**src/rtl/display_scanner_pkg.sv**
```systemverilog
// Shared definitions for the seven-segment scanner: default geometry, the
// per-digit phase encoding and the all-digits-off enable pattern.
package display_scanner_pkg;

  localparam int DEF_DIGITS   = 8;
  localparam int DEF_PRESCALE = 50000;
  localparam int DEF_DEAD     = 2;

  // Widest digit bank supported; the top slices its own width from this.
  localparam int MAX_DIGITS = 32;
  localparam logic [MAX_DIGITS-1:0] ALL_OFF_MAX = '1;

  typedef enum logic {
    PH_DEAD = 1'b0,
    PH_ON   = 1'b1
  } phase_t;

endpackage

```
**src/rtl/display_scanner_tick_gen.sv**
```systemverilog
// Prescaler for the digit scanner: counts 0..PRESCALE-1 and flags the last
// cycle of each digit period.
module tick_gen #(
  parameter  int PRESCALE = 50000,
  localparam int CW       = $clog2(PRESCALE)
) (
  input  logic          i_clk,
  input  logic          i_rst_n,
  output logic [CW-1:0] o_cnt,
  output logic          o_tick
);

  localparam logic [CW-1:0] CNT_LAST = CW'(PRESCALE - 1);

  logic [CW-1:0] r_cnt;
  logic          w_tick;

  assign w_tick = (r_cnt == CNT_LAST);

  always_ff @(posedge i_clk or negedge i_rst_n) begin
    if (!i_rst_n)    r_cnt <= '0;
    else if (w_tick) r_cnt <= '0;
    else             r_cnt <= r_cnt + 1'b1;
  end

  assign o_cnt  = r_cnt;
  assign o_tick = w_tick;

endmodule

```
**src/rtl/display_scanner.sv**
```systemverilog
// Time-multiplexed seven-segment scanner: double-buffers a hex word and walks
// it one nibble per digit period, with a dead band and leading-zero blanking.
module display_scanner
  import display_scanner_pkg::*;
#(
  parameter  int DIGITS   = DEF_DIGITS,
  parameter  int PRESCALE = DEF_PRESCALE,
  parameter  int DEAD     = DEF_DEAD,
  localparam int W        = 4 * DIGITS
) (
  input  logic              iCLK,
  input  logic              iRST_n,
  input  logic [W-1:0]      iData,
  input  logic              iLoad,
  input  logic              iBlankLZ,
  output logic [3:0]        oNibble,
  output logic              oBlank,
  output logic [DIGITS-1:0] oDigitSel,
  output logic              oPending,
  output logic              oFrameDone,
  output phase_t            oPhase
);

  localparam int CW = $clog2(PRESCALE);
  localparam int IW = $clog2(DIGITS);
  localparam logic [IW-1:0]     IDX_LAST  = IW'(DIGITS - 1);
  localparam logic [CW-1:0]     DEAD_LAST = CW'((DEAD > 0) ? DEAD - 1 : 0);
  localparam phase_t            PH_START  = (DEAD > 0) ? PH_DEAD : PH_ON;
  localparam logic [DIGITS-1:0] ALL_OFF   = ALL_OFF_MAX[DIGITS-1:0];

  logic [CW-1:0] w_cnt;
  logic          w_tick;
  logic          w_boundary;
  logic          w_upper_zero;
  phase_t        r_phase, w_phase_nxt;
  logic [IW-1:0] r_idx;
  logic [W-1:0]  r_disp, r_pend_data;
  logic          r_pending, r_frame_done;

  tick_gen #(.PRESCALE(PRESCALE)) u_tick_gen (
    .i_clk  (iCLK),
    .i_rst_n(iRST_n),
    .o_cnt  (w_cnt),
    .o_tick (w_tick)
  );

  assign w_boundary = w_tick && (r_idx == IDX_LAST);

  always_ff @(posedge iCLK or negedge iRST_n) begin
    if (!iRST_n) r_phase <= PH_START;
    else         r_phase <= w_phase_nxt;
  end

  // Phase mirrors cnt < DEAD; it re-enters DEAD at every tick when DEAD > 0.
  always_comb begin
    w_phase_nxt = r_phase;
    if (w_tick)                                        w_phase_nxt = PH_START;
    else if (r_phase == PH_DEAD && w_cnt == DEAD_LAST) w_phase_nxt = PH_ON;
  end

  always_ff @(posedge iCLK or negedge iRST_n) begin
    if (!iRST_n) begin
      r_idx        <= '0;
      r_frame_done <= 1'b0;
    end else begin
      r_frame_done <= w_boundary;
      if (w_tick) r_idx <= (r_idx == IDX_LAST) ? '0 : r_idx + 1'b1;
    end
  end

  // iLoad is a one-cycle strobe with no back-pressure: it is always accepted.
  // A load on the boundary tick bypasses the pending buffer and drops any
  // older pending word.
  always_ff @(posedge iCLK or negedge iRST_n) begin
    if (!iRST_n) begin
      r_disp      <= '0;
      r_pend_data <= '0;
      r_pending   <= 1'b0;
    end else begin
      if (iLoad) r_pend_data <= iData;
      if (w_boundary) begin
        r_pending <= 1'b0;
        if (iLoad)          r_disp <= iData;
        else if (r_pending) r_disp <= r_pend_data;
      end else if (iLoad) begin
        r_pending <= 1'b1;
      end
    end
  end

  always_comb begin
    w_upper_zero = 1'b1;
    for (int i = 0; i < DIGITS; i++) begin
      if (IW'(i) >= r_idx && r_disp[4*i +: 4] != 4'h0) w_upper_zero = 1'b0;
    end
  end

  assign oNibble    = r_disp[4*r_idx +: 4];
  assign oBlank     = (r_phase == PH_DEAD) ||
                      (iBlankLZ && r_idx != '0 && w_upper_zero);
  assign oDigitSel  = (r_phase == PH_DEAD) ? ALL_OFF
                                           : ~(DIGITS'(1) << r_idx);
  assign oPending   = r_pending;
  assign oFrameDone = r_frame_done;
  assign oPhase     = r_phase;

endmodule

```
**config.mk**
```make
export PLATFORM = sky130hd
export DESIGN_NAME = display_scanner
export DESIGN_NICKNAME = d
export VERILOG_FILES = /design/src/rtl/display_scanner_pkg.sv /design/src/rtl/display_scanner_tick_gen.sv /design/src/rtl/display_scanner.sv
export SDC_FILE = /design/constraint.sdc
export NUM_CORES = 1
export LEC_CHECK = 0
export ABC_AREA = 1
export BUFFER_PORTS_ARGS = -buffer_cell sky130_fd_sc_hd__buf_4
export CORE_UTILIZATION = 51
export DETAILED_ROUTE_END_ITERATION = 12
export PLACE_DENSITY = 0.72
export RECOVER_POWER = 25
export SETUP_SLACK_MARGIN = 0.02
export SLEW_MARGIN = 5
export SYNTH_ARGS = -nofsm -noshare
export SYNTH_HDL_FRONTEND = slang
export SYNTH_SLANG_ARGS = --single-unit
```
**constraint.sdc**
```tcl
create_clock -name iCLK -period 1.79 [get_ports iCLK]
set_input_delay 0.2685 -clock iCLK [delete_from_list [all_inputs] [get_ports iCLK]]
set_output_delay 0.2685 -clock iCLK [all_outputs]
set_load 0.05 [all_outputs]
```
==> impl_results.md, run 1 <==
- First-pass GRT wire length: 16400 um
- Period Utilization, post-route: 113%
- Initial Util: 53.2%
- Cell depth of the worst hold path: 3
- Number of cells produced by synthesis: 559
- Unique masters post-synth: 30
- Clock tree from TritonCTS: done
- Fraction of power consumed by sequential logic: 55.5%
- Critical path endpoint category: output pin
- Die outline area: 0.00898 mm2
- Top FF cell, synth: sky130_fd_sc_hd__dfrtp_1
- Remaining antenna violation count: 0
- Largest voltage drop on the vdd net: 0.452 mV
- Setup WS post-layout: -0.228 ns
- DRT Pass-1 Iters: 5
- Total of warnings raised by yosys: 0
- Final critical delay including setup and external delays: 2.02 ns
- Count of buffers from port buffering: 51
- Switching share of power: 23.7%
- Number of global-route vias before repair: 3453
- Pin count of the biggest net entering global routing: 87
- Final Hold Fails: 0
- Final weighted congestion of routability-driven global placement: 0.888
- Core ar.: 0.00826 mm2
- Number of top-level design ports: 52
- Antenna violations before repair: 0
- Part of the total power dissipated in the clock network: 38.9%
- Overall fraction of global-route tracks in use: 23.9%
- Cell count after placement: 700
- Layout Area Growth over Synthesis: 22.1%
- Total negative setup slack: -1.39 ns
- Setup slack on the worst flop-to-flop path: 0.11 ns
- CP Launch Type: flop
- Final Max Slew Viols: 0
- Combinational fraction of design power: 5.6%
- HPWL Detailed: 7040 um
- Root buffer cell: sky130_fd_sc_hd__clkbuf_8
- Launch point of the critical path: r_idx[1]
- Violations in the final reports: setup timing
- Arrival @ worst endpoint: 1.75 ns
- Worst reg2reg path startpoint: r_idx[0]
- Die extent in x: 94.8 um
- Number of DRC markers in iteration 0: 251
- Leakage power total: 2.84 nW
- # H-tree levels: 3
- Final std cells w/o fill: 723
- Cell count of the worst reg-to-reg path: 7
- Cell Int Power: 2.78 mW
- Latest clock arrival within the worst-skew pair: 0.37 ns
- Fin area: 0.00536 mm2
- Clock-pin slew on the worst setup and hold paths: 0.09 ns
- Run status: complete, but fails checks
- TritonCTS Buffers: 9
- F_max: 0.495 GHz
- Remaining max-slew budget at the tightest pin: 23.0%
- Die height: 94.8 um
- Timing endpoint of the critical path: oBlank
- Async set-or-reset flop fraction in the synthesized netlist: 100%
- DRC violation count after routing: 0
- Least-Margin Pin Slew: 1.15 ns
- Max FO, Critical Path: 8
- Max stage delay on crit path: 0.46 ns
- Class of the tightest hold or removal check: primary input to flop
- Reported net switching power: 0.862 mW
- Aggregate routed wire length: 10200 um
- Number of buffers on the longest clock path: 2
- Max-cap violations: 0
- Worst path slowest cell: sky130_fd_sc_hd__dfrtp_2
- Portion of the post-synthesis area used by sequential elements: 49.0%
- Number of antenna repair diodes: 0
- Leading cell type in the layout, fill and taps excluded: sky130_fd_sc_hd__nand2_1
- Power per cell area: 679 mW/mm2
- Average wire length per cell after detail routing: 14.2 um
- Drt via density: 5.29
- Number of setup violations in the final report: 7
- Setup Crit Path Kind: flop to output pin
- Core Rows: 33
- Count of state elements after synthesis: 86
- Via count: 3823
- Top library cells by usage in the layout, fill and taps aside: sky130_fd_sc_hd__nand2_1, sky130_fd_sc_hd__dfrtp_1, sky130_fd_sc_hd__nor2_1, sky130_fd_sc_hd__buf_4, sky130_fd_sc_hd__nand4_1
- CTS sink cnt: 86
- Number of enable-type register cells in the synthesized netlist: 0
- Data required time at the worst endpoint: 1.52 ns
- Endpoint of the worst register-to-register path: r_disp[20]
- Worst clock skew: 0.0139 ns
- Total grt overflow: 0
- Cells along the critical path: buf_4 -> buf_12 -> nor2_1 -> nor2_1 -> nor2_1 -> nor2_1 -> nand3_1 -> nand2_2 -> buf_8
- Unrepaired setup endpoints after global routing: yes
- Mean area per synthesized cell: 7.85 um2
- Total number of nets in the final design: 657
- CP dominant cell by count: sky130_fd_sc_hd__nor2_1
- Instance area at placement: 0.00490 mm2
- Net count of the mapped netlist: 603
- Proportion of layout cells with a drive suffix above 1: 21.5%
- Synthesized area: 0.00439 mm2
synthesized netlist by cell type, types with 2 or more instances:
cell type / instances / area (um2)
sky130_fd_sc_hd__xor2_1: 6 / 52.6
sky130_fd_sc_hd__o211ai_1: 4 / 30.0
sky130_fd_sc_hd__buf_2: 14 / 70.1
sky130_fd_sc_hd__nand3_1: 22 / 110
sky130_fd_sc_hd__inv_1: 35 / 131
sky130_fd_sc_hd__nor2_2: 4 / 25.0
sky130_fd_sc_hd__nand2_2: 3 / 18.8
sky130_fd_sc_hd__nor3_1: 5 / 25.0
sky130_fd_sc_hd__nand2_4: 2 / 22.5
sky130_fd_sc_hd__clkbuf_1: 9 / 33.8
sky130_fd_sc_hd__nor2_4: 2 / 22.5
sky130_fd_sc_hd__buf_6: 7 / 78.8
sky130_fd_sc_hd__inv_2: 4 / 15.0
sky130_fd_sc_hd__o21ai_0: 19 / 95.1
sky130_fd_sc_hd__nor2_1: 57 / 214
sky130_fd_sc_hd__a21oi_1: 8 / 40.0
sky130_fd_sc_hd__ha_1: 8 / 100
sky130_fd_sc_hd__nand2_1: 217 / 815
sky130_fd_sc_hd__nand4_1: 37 / 231
sky130_fd_sc_hd__dfrtp_1: 86 / 2150
final cells by class:
type / count / area [um2]
Multi-Input combinational cell: 404 / 2050
Timing Repair Buffer: 72 / 664
Clock inverter: 6 / 68.8
Clock buffer: 10 / 138
Tap cell: 105 / 131
Inverter: 40 / 158
Sequential cell: 86 / 2150
Fill cell: 698 / 2900
worst min path at each step:
stage	from	end	slack, ns
global placement	iRST_n	u_tick_gen.o_cnt[9]	0.33
floorplan	iRST_n	oFrameDone	-0.03
CTS	iData[10]	r_pend_data[10]	0.12
global route	iData[20]	r_pend_data[20]	0.12
detailed placement	iRST_n	u_tick_gen.o_cnt[9]	0.34
finish	iData[10]	r_pend_data[10]	0.12
worst max-delay path, delay by kind of cell, from the launching register on:
kind | cells | cell delay (ns)
flip-flops | 1 | 0.46
buffers and inverters | 3 | 0.48
AND/OR/NAND/NOR | 6 | 0.44
stage by stage:
step	util, %	hold WS [ns]	setup slack [ns]	total power [mW]
global placement	59.3	0.334	0.0251	2.27
global route	64.9	0.118	-0.322	3.77
finish	64.9	0.124	-0.228	3.64
CTS	63.8	0.118	-0.232	3.67
detailed placement	59.3	0.338	-0.0434	2.28
floorplan	-	-0.0271	-0.0312	2.14
kinds of logic (layout without fill, tap and decap cells):
| group | after synthesis | count (layout) | share of synthesized area, % |
|---|---|---|---|
| adder cells (fa/ha/maj) | 8 | 8 | 2.28 |
| AO/OA/AOI/OAI | 34 | 34 | 4.22 |
| XOR/XNOR | 6 | 6 | 1.20 |
| AND/OR/NAND/NOR | 355 | 356 | 35.6 |
| flip-flops | 86 | 86 | 49.0 |
| buffers and inverters | 70 | 128 | 7.69 |
repair_timing:
| action | CTS | global route |
|---|---|---|
| hold buffers | 1 | 0 |
| pin swaps | 8 | 10 |
| endpoints found under the hold margin | 86 | 0 |
| cloned | 1 | 1 |
| buffers inserted | 2 | 3 |
| setup endpoints to repair | 45 | 45 |
| resized for setup | 41 | 29 |
power by group through the flow:
stage / sequential (mW) / combinational (mW) / clock, mW
final: 2.02 / 0.204 / 1.42
after global routing: 2.03 / 0.237 / 1.51
after CTS: 2.02 / 0.218 / 1.43
after global placement: 2.06 / 0.211 / 0
after floorplan: 2.06 / 0.0884 / 0
after detailed placement: 2.06 / 0.216 / 0
layer usage:
| layer | GRT usage (%) | vias to the layer above | wire [um] |
|---|---|---|---|
| met3 | 3.46 | 16 | 504 |
| met2 | 37.5 | 105 | 4810 |
| met5 | 0 | - | 0 |
| met1 | 33.2 | 1808 | 4750 |
| li1 | - | 1894 | - |
| met4 | 9.72 | 0 | 181 |
flip-flops by register name, summed over array words and instances (netlist names):
| register | cells |
|---|---|
| r_idx | 3 |
| u_tick_gen.o_cnt | 16 |
| r_disp | 32 |
| oPhase | 1 |
| oPending | 1 |
| r_pend_data | 32 |
| oFrameDone | 1 |
Power figures use the tool's default switching activity.
==> run 2, diff against run 1 <==
BUFFER_PORTS_ARGS = unset   (was -buffer_cell sky130_fd_sc_hd__buf_4)
CTS_BUF_LIST = sky130_fd_sc_hd__clkbuf_8   (was unset)
DONT_BUFFER_PORTS = 1   (was unset)
PLACE_DENSITY = 0.67   (was 0.72)
==> run 2 against run 1 <==
Net effect: the flow finishes with violations (hold timing, setup timing); worst setup slack gained 0.047 ns; routed wire length shrank 1.8%; count of clock-buffer cells in the layout is the same; worst hold slack lost 0.54 ns; global-route usage grew 0.11 points; largest cell class unchanged; highest routed layer unchanged.
==> impl_results.md, run 2 (synthesis gave the netlist of run 1 again) <==
- Run status: complete, but fails checks
- Violations in the final reports: hold timing, setup timing
- Combinational fraction of design power: 2.7%
- Latest clock arrival within the worst-skew pair: 0.36 ns
- Remaining max-slew budget at the tightest pin: 70.5%
- Period Utilization, post-route: 110%
- Launch point of the critical path: r_idx[1]
- Root buffer cell: sky130_fd_sc_hd__clkbuf_8
- # H-tree levels: 3
- Core ar.: 0.00826 mm2
- Part of the total power dissipated in the clock network: 42.6%
- Leading cell type in the layout, fill and taps excluded: sky130_fd_sc_hd__nand2_1
- Post-Place Setup Slack: 0.0222 ns
- Endpoint of the worst register-to-register path: r_disp[18]
- Pin count of the biggest net entering global routing: 87
- Layout Area Growth over Synthesis: 16.1%
- Leakage power total: 2.64 nW
- Data required time at the worst endpoint: 1.52 ns
- Cell count of the worst reg-to-reg path: 6
- Switching share of power: 22.1%
- Number of setup violations in the final report: 7
- Die height: 94.8 um
- Largest voltage drop on the vdd net: 0.430 mV
- Final weighted congestion of routability-driven global placement: 0.882
- Initial Util: 53.2%
- Fraction of power consumed by sequential logic: 54.7%
- Number of top-level design ports: 52
- Die extent in x: 94.8 um
- Class of the tightest hold or removal check: primary input to asynchronous set/reset pin
- Proportion of layout cells with a drive suffix above 1: 16.2%
- Setup WS post-layout: -0.182 ns
- Final critical delay including setup and external delays: 1.97 ns
- Die outline area: 0.00898 mm2
- Final Hold Fails: 86
- Setup slack on the worst flop-to-flop path: 0.16 ns
- Cell count after placement: 661
- CP Launch Type: flop
- DRT Pass-1 Iters: 4
- Cell Int Power: 2.88 mW
- Clock tree from TritonCTS: done
- Reported net switching power: 0.817 mW
- TritonCTS Buffers: 9
- Max FO, Critical Path: 6
- Power per cell area: 724 mW/mm2
- Timing endpoint of the critical path: oBlank
- Max-cap violations: 0
- Unrepaired setup endpoints after global routing: yes
- Final std cells w/o fill: 680
- Worst-case hold slack: -0.411 ns
- HPWL Detailed: 6770 um
- Number of antenna repair diodes: 0
- Number of DRC markers in iteration 0: 190
- Arrival @ worst endpoint: 1.70 ns
- Number of buffers on the longest clock path: 2
- Antenna violations before repair: 0
- Final Max Slew Viols: 0
- Overall power after layout: 3.69 mW
- Worst reg2reg path startpoint: u_tick_gen.o_cnt[0]
- Overall fraction of global-route tracks in use: 24.0%
- Number of global-route vias before repair: 3387
- DRC violation count after routing: 0
- Count of buffers from port buffering: 0
- First-pass GRT wire length: 16500 um
- Core Rows: 33
- Average wire length per cell after detail routing: 14.8 um
- Aggregate routed wire length: 10100 um
- Total grt overflow: 0
- CTS sink cnt: 86
- Least-Margin Pin Slew: 0.443 ns
- Worst clock skew: 0.0111 ns
- F_max: 0.507 GHz
- Total number of nets in the final design: 614
- Remaining antenna violation count: 0
- Clock-pin slew on the worst setup and hold paths: 0.09 ns
- Setup Crit Path Kind: flop to output pin
- Top library cells by usage in the layout, fill and taps aside: sky130_fd_sc_hd__nand2_1, sky130_fd_sc_hd__dfrtp_1, sky130_fd_sc_hd__nor2_1, sky130_fd_sc_hd__nand4_1, sky130_fd_sc_hd__inv_1
- Drt via density: 5.29
- Via count: 3597
- Critical path endpoint category: output pin
run 2: how the worst min path moves through the flow:
stage,from,end,slack [ns],cells after the start
after global routing,iRST_n,u_tick_gen.o_cnt[12],-0.43,0
after detailed placement,iRST_n,u_tick_gen.o_cnt[8],-0.03,0
final,iRST_n,u_tick_gen.o_cnt[8],-0.41,0
after CTS,iRST_n,u_tick_gen.o_cnt[8],-0.43,0
after global placement,iRST_n,u_tick_gen.o_cnt[9],-0.03,0
after floorplan,iRST_n,oFrameDone,-0.03,0
run 2: layout make-up:
cell class	instances	area [um2]
inverters	40	158
flip-flops and latches	86	2160
clock inverters	6	92.6
clock buffers	10	138
repair buffers	29	372
fillers	733	3160
well taps	105	131
multi-input cells	404	2050
run 2: per-stage QoR:
| stage | util, % | TNS, ns | area [um2] |
|---|---|---|---|
| 4_1_cts | 61.0 | -0.813 | 5030 |
| 5_1_grt | 61.7 | -1.33 | 5100 |
| 3_3_place_gp | 56.3 | 0 | 4650 |
| 3_5_place_dp | 56.3 | 0 | 4650 |
| 6_report | 61.7 | -0.749 | 5100 |
| 2_1_floorplan | - | -0.0312 | 4400 |
run 2: what timing repair did:
action                                 4_1_cts  5_1_grt
pin swaps                                    7        1
resized for setup                           44       10
setup endpoints to repair                   26       44
setup buffers                                2        0
endpoints found under the hold margin       86       86
gates cloned                                 0        1
run 2: power by group through the flow:
stage / clock network (mW) / registers [mW] / logic, mW
2_1_floorplan: 0 / 2.06 / 0.0884
3_3_place_gp: 0 / 2.06 / 0.0987
3_5_place_dp: 0 / 2.06 / 0.102
4_1_cts: 1.60 / 2.02 / 0.103
5_1_grt: 1.67 / 2.03 / 0.117
6_report: 1.57 / 2.02 / 0.101
run 2: metal layers:
layer | GRT usage (%) | vias up | part of all wire [%]
met5 | 0 | - | 0
met4 | 8.71 | 0 | 1.7
met3 | 3.14 | 17 | 3.4
met2 | 39.3 | 73 | 47
met1 | 32.6 | 1702 | 48
li1 | - | 1805 | -
run 2: critical path, cell delays in order (launching register included):
cell and delay, ns:
sky130_fd_sc_hd__dfrtp_2 0.45, sky130_fd_sc_hd__inv_2 0.08, sky130_fd_sc_hd__ha_4 0.17, sky130_fd_sc_hd__nand2_1 0.07, sky130_fd_sc_hd__nand2_1 0.05, sky130_fd_sc_hd__nor2_1 0.08
sky130_fd_sc_hd__nand2_1 0.05, sky130_fd_sc_hd__nor2_1 0.09, sky130_fd_sc_hd__nand3_1 0.13, sky130_fd_sc_hd__nand2_4 0.18
==> run 3, diff against run 2 <==
SETUP_SLACK_MARGIN = 0.15   (was 0.02)
==> run 3 against run 2 <==
Net effect: the flow still finishes with violations (hold timing, setup timing); cell count grew 2.2%; clock skew decreased by 0.00094 ns; flip-flop and latch count unchanged; combinational power barely moved; critical endpoint unchanged; largest power group unchanged; highest routed layer unchanged.
==> impl_results.md, run 3 (synthesis gave the netlist of run 1 again) <==
- Run status: complete, but fails checks
- Violations in the final reports: hold timing, setup timing
- Data required time at the worst endpoint: 1.52 ns
- CP Launch Type: flop
- Number of global-route vias before repair: 3551
- Die extent in x: 94.8 um
- Core ar.: 0.00826 mm2
- Leading cell type in the layout, fill and taps excluded: sky130_fd_sc_hd__nand2_1
- Period Utilization, post-route: 117%
- Latest clock arrival within the worst-skew pair: 0.36 ns
- Overall fraction of global-route tracks in use: 24.8%
- Pin count of the biggest net entering global routing: 87
- Total number of nets in the final design: 629
- Antenna violations before repair: 0
- Remaining antenna violation count: 0
- Proportion of layout cells with a drive suffix above 1: 20.2%
- F_max: 0.476 GHz
- Total grt overflow: 0
- Final Hold Fails: 86
- Drt via density: 5.52
- Fillers: 682
- First-pass GRT wire length: 17000 um
- Worst clock skew: 0.0102 ns
- Die outline area: 0.00898 mm2
- Final weighted congestion of routability-driven global placement: 0.891
- HPWL Detailed: 6960 um
- Final std cells w/o fill: 695
- Number of top-level design ports: 52
- Arrival @ worst endpoint: 1.83 ns
- Cell count after placement: 663
- Launch point of the critical path: r_idx[1]
- Max-cap violations: 0
- Setup Crit Path Kind: flop to output pin
- Unrepaired setup endpoints after global routing: yes
- # H-tree levels: 3
- Root buffer cell: sky130_fd_sc_hd__clkbuf_8
- Number of antenna repair diodes: 0
- Least-Margin Pin Slew: 0.440 ns
- CTS sink cnt: 86
- Remaining max-slew budget at the tightest pin: 70.7%
- Final Max Slew Viols: 0
- Worst-case hold slack: -0.406 ns
- Via count: 3833
- Worst reg2reg path startpoint: r_idx[0]
- Die height: 94.8 um
- Critical path endpoint category: output pin
- Clock-pin slew on the worst setup and hold paths: 0.09 ns
- Class of the tightest hold or removal check: primary input to asynchronous set/reset pin
- Number of buffers on the longest clock path: 2
- Leakage power total: 2.75 nW
- Core Rows: 33
- Overall power after layout: 3.53 mW
- Setup WS post-layout: -0.311 ns
- Max FO, Critical Path: 8
- Initial Util: 53.2%
- Top library cells by usage in the layout, fill and taps aside: sky130_fd_sc_hd__nand2_1, sky130_fd_sc_hd__dfrtp_1, sky130_fd_sc_hd__nor2_1, sky130_fd_sc_hd__nand4_1, sky130_fd_sc_hd__inv_1
- TritonCTS Buffers: 9
- Aggregate routed wire length: 11000 um
- Number of setup violations in the final report: 10
- DRT Pass-1 Iters: 5
- Count of buffers from port buffering: 0
- Layout Area Growth over Synthesis: 22.7%
- Finished Core Util: 65.3%
- Final critical delay including setup and external delays: 2.10 ns
- Average wire length per cell after detail routing: 15.8 um
- Power per cell area: 655 mW/mm2
- Number of DRC markers in iteration 0: 300
- DRC violation count after routing: 0
- Largest voltage drop on the vdd net: 0.308 mV
- Clock tree from TritonCTS: done
==> run 3: cell types whose count changed in the layout (fill, tap and decap cells not counted), sizes merged <==
cell and delta:
buf +12, bufinv -1, clkbuf +5, clkinv +3
clkinvlp -1, inv -2, nand4 -1
==> run 3: worst paths after layout <==
| path | slack [ns] | cells past startpoint | end |
|---|---|---|---|
| max in group asynchronous | 2.08 | 0 | r_idx[1] |
| hold reg to reg | 0.48 | 2 | r_pend_data[9] |
| setup / recovery | -0.31 | 8 | oBlank |
| hold / removal | -0.41 | 0 | r_pend_data[24] |
| setup reg to reg | -0.01 | 10 | r_disp[28] |
| min in group iCLK | 0.05 | 2 | r_pend_data[15] |
==> run 3: timing repair <==
item	CTS	global route
setup endpoints to repair	45	24
hold endpoints to repair	86	86
setup buffers	4	7
cloned	1	4
resized for setup	37	40
pin swaps	1	13
==> run 3: power breakdown <==
group	internal, mW	total [mW]	leakage [nW]	switching [mW]
combinational	0.0325	0.0983	1.53	0.0658
clock	0.721	1.41	0.109	0.692
sequential	2.00	2.02	1.12	0.0165
total	2.76	3.53	2.75	0.775
==> run 3: layout make-up <==
class / count / area [um2] / share of cell area [%]
Clock inverter: 5 / 57.6 / 1.07
Sequential cell: 86 / 2160 / 40.0
Inverter: 40 / 160 / 2.97
Multi-Input combinational cell: 403 / 2100 / 39.0
Clock buffer: 11 / 151 / 2.81
Timing Repair Buffer: 45 / 631 / 11.7
Tap cell: 105 / 131 / 2.44
==> run 3: layer usage <==
layer / track usage, % / vias up / wire length (um)
li1: - / 1840 / -
met1: 33.9 / 1804 / 4840
met2: 39.1 / 148 / 5190
met3: 3.86 / 41 / 574
met4: 11.1 / 0 / 389
met5: 0 / - / 0
==> run 3: worst max-delay path: stages (launching register included) <==
cell	delay [ns]
sky130_fd_sc_hd__dfrtp_2	0.47
sky130_fd_sc_hd__buf_4	0.16
sky130_fd_sc_hd__buf_6	0.13
sky130_fd_sc_hd__nor2_1	0.17
sky130_fd_sc_hd__nor2_1	0.07
sky130_fd_sc_hd__nor2_1	0.12
sky130_fd_sc_hd__nor2_1	0.07
sky130_fd_sc_hd__nand3_1	0.13
sky130_fd_sc_hd__nand2_4	0.14
==> run 3: through the flow <==
stage	hold WS [ns]	instance area, um2	setup slack, ns	setup TNS (ns)
after floorplan	-0.0271	4420	-0.0312	-0.0312
after global placement	-0.0251	4710	0.143	0
after detailed placement	-0.0251	4710	0.104	0
after CTS	-0.416	5090	-0.144	-0.738
after global routing	-0.430	5390	-0.390	-2.60
final	-0.406	5390	-0.311	-1.69
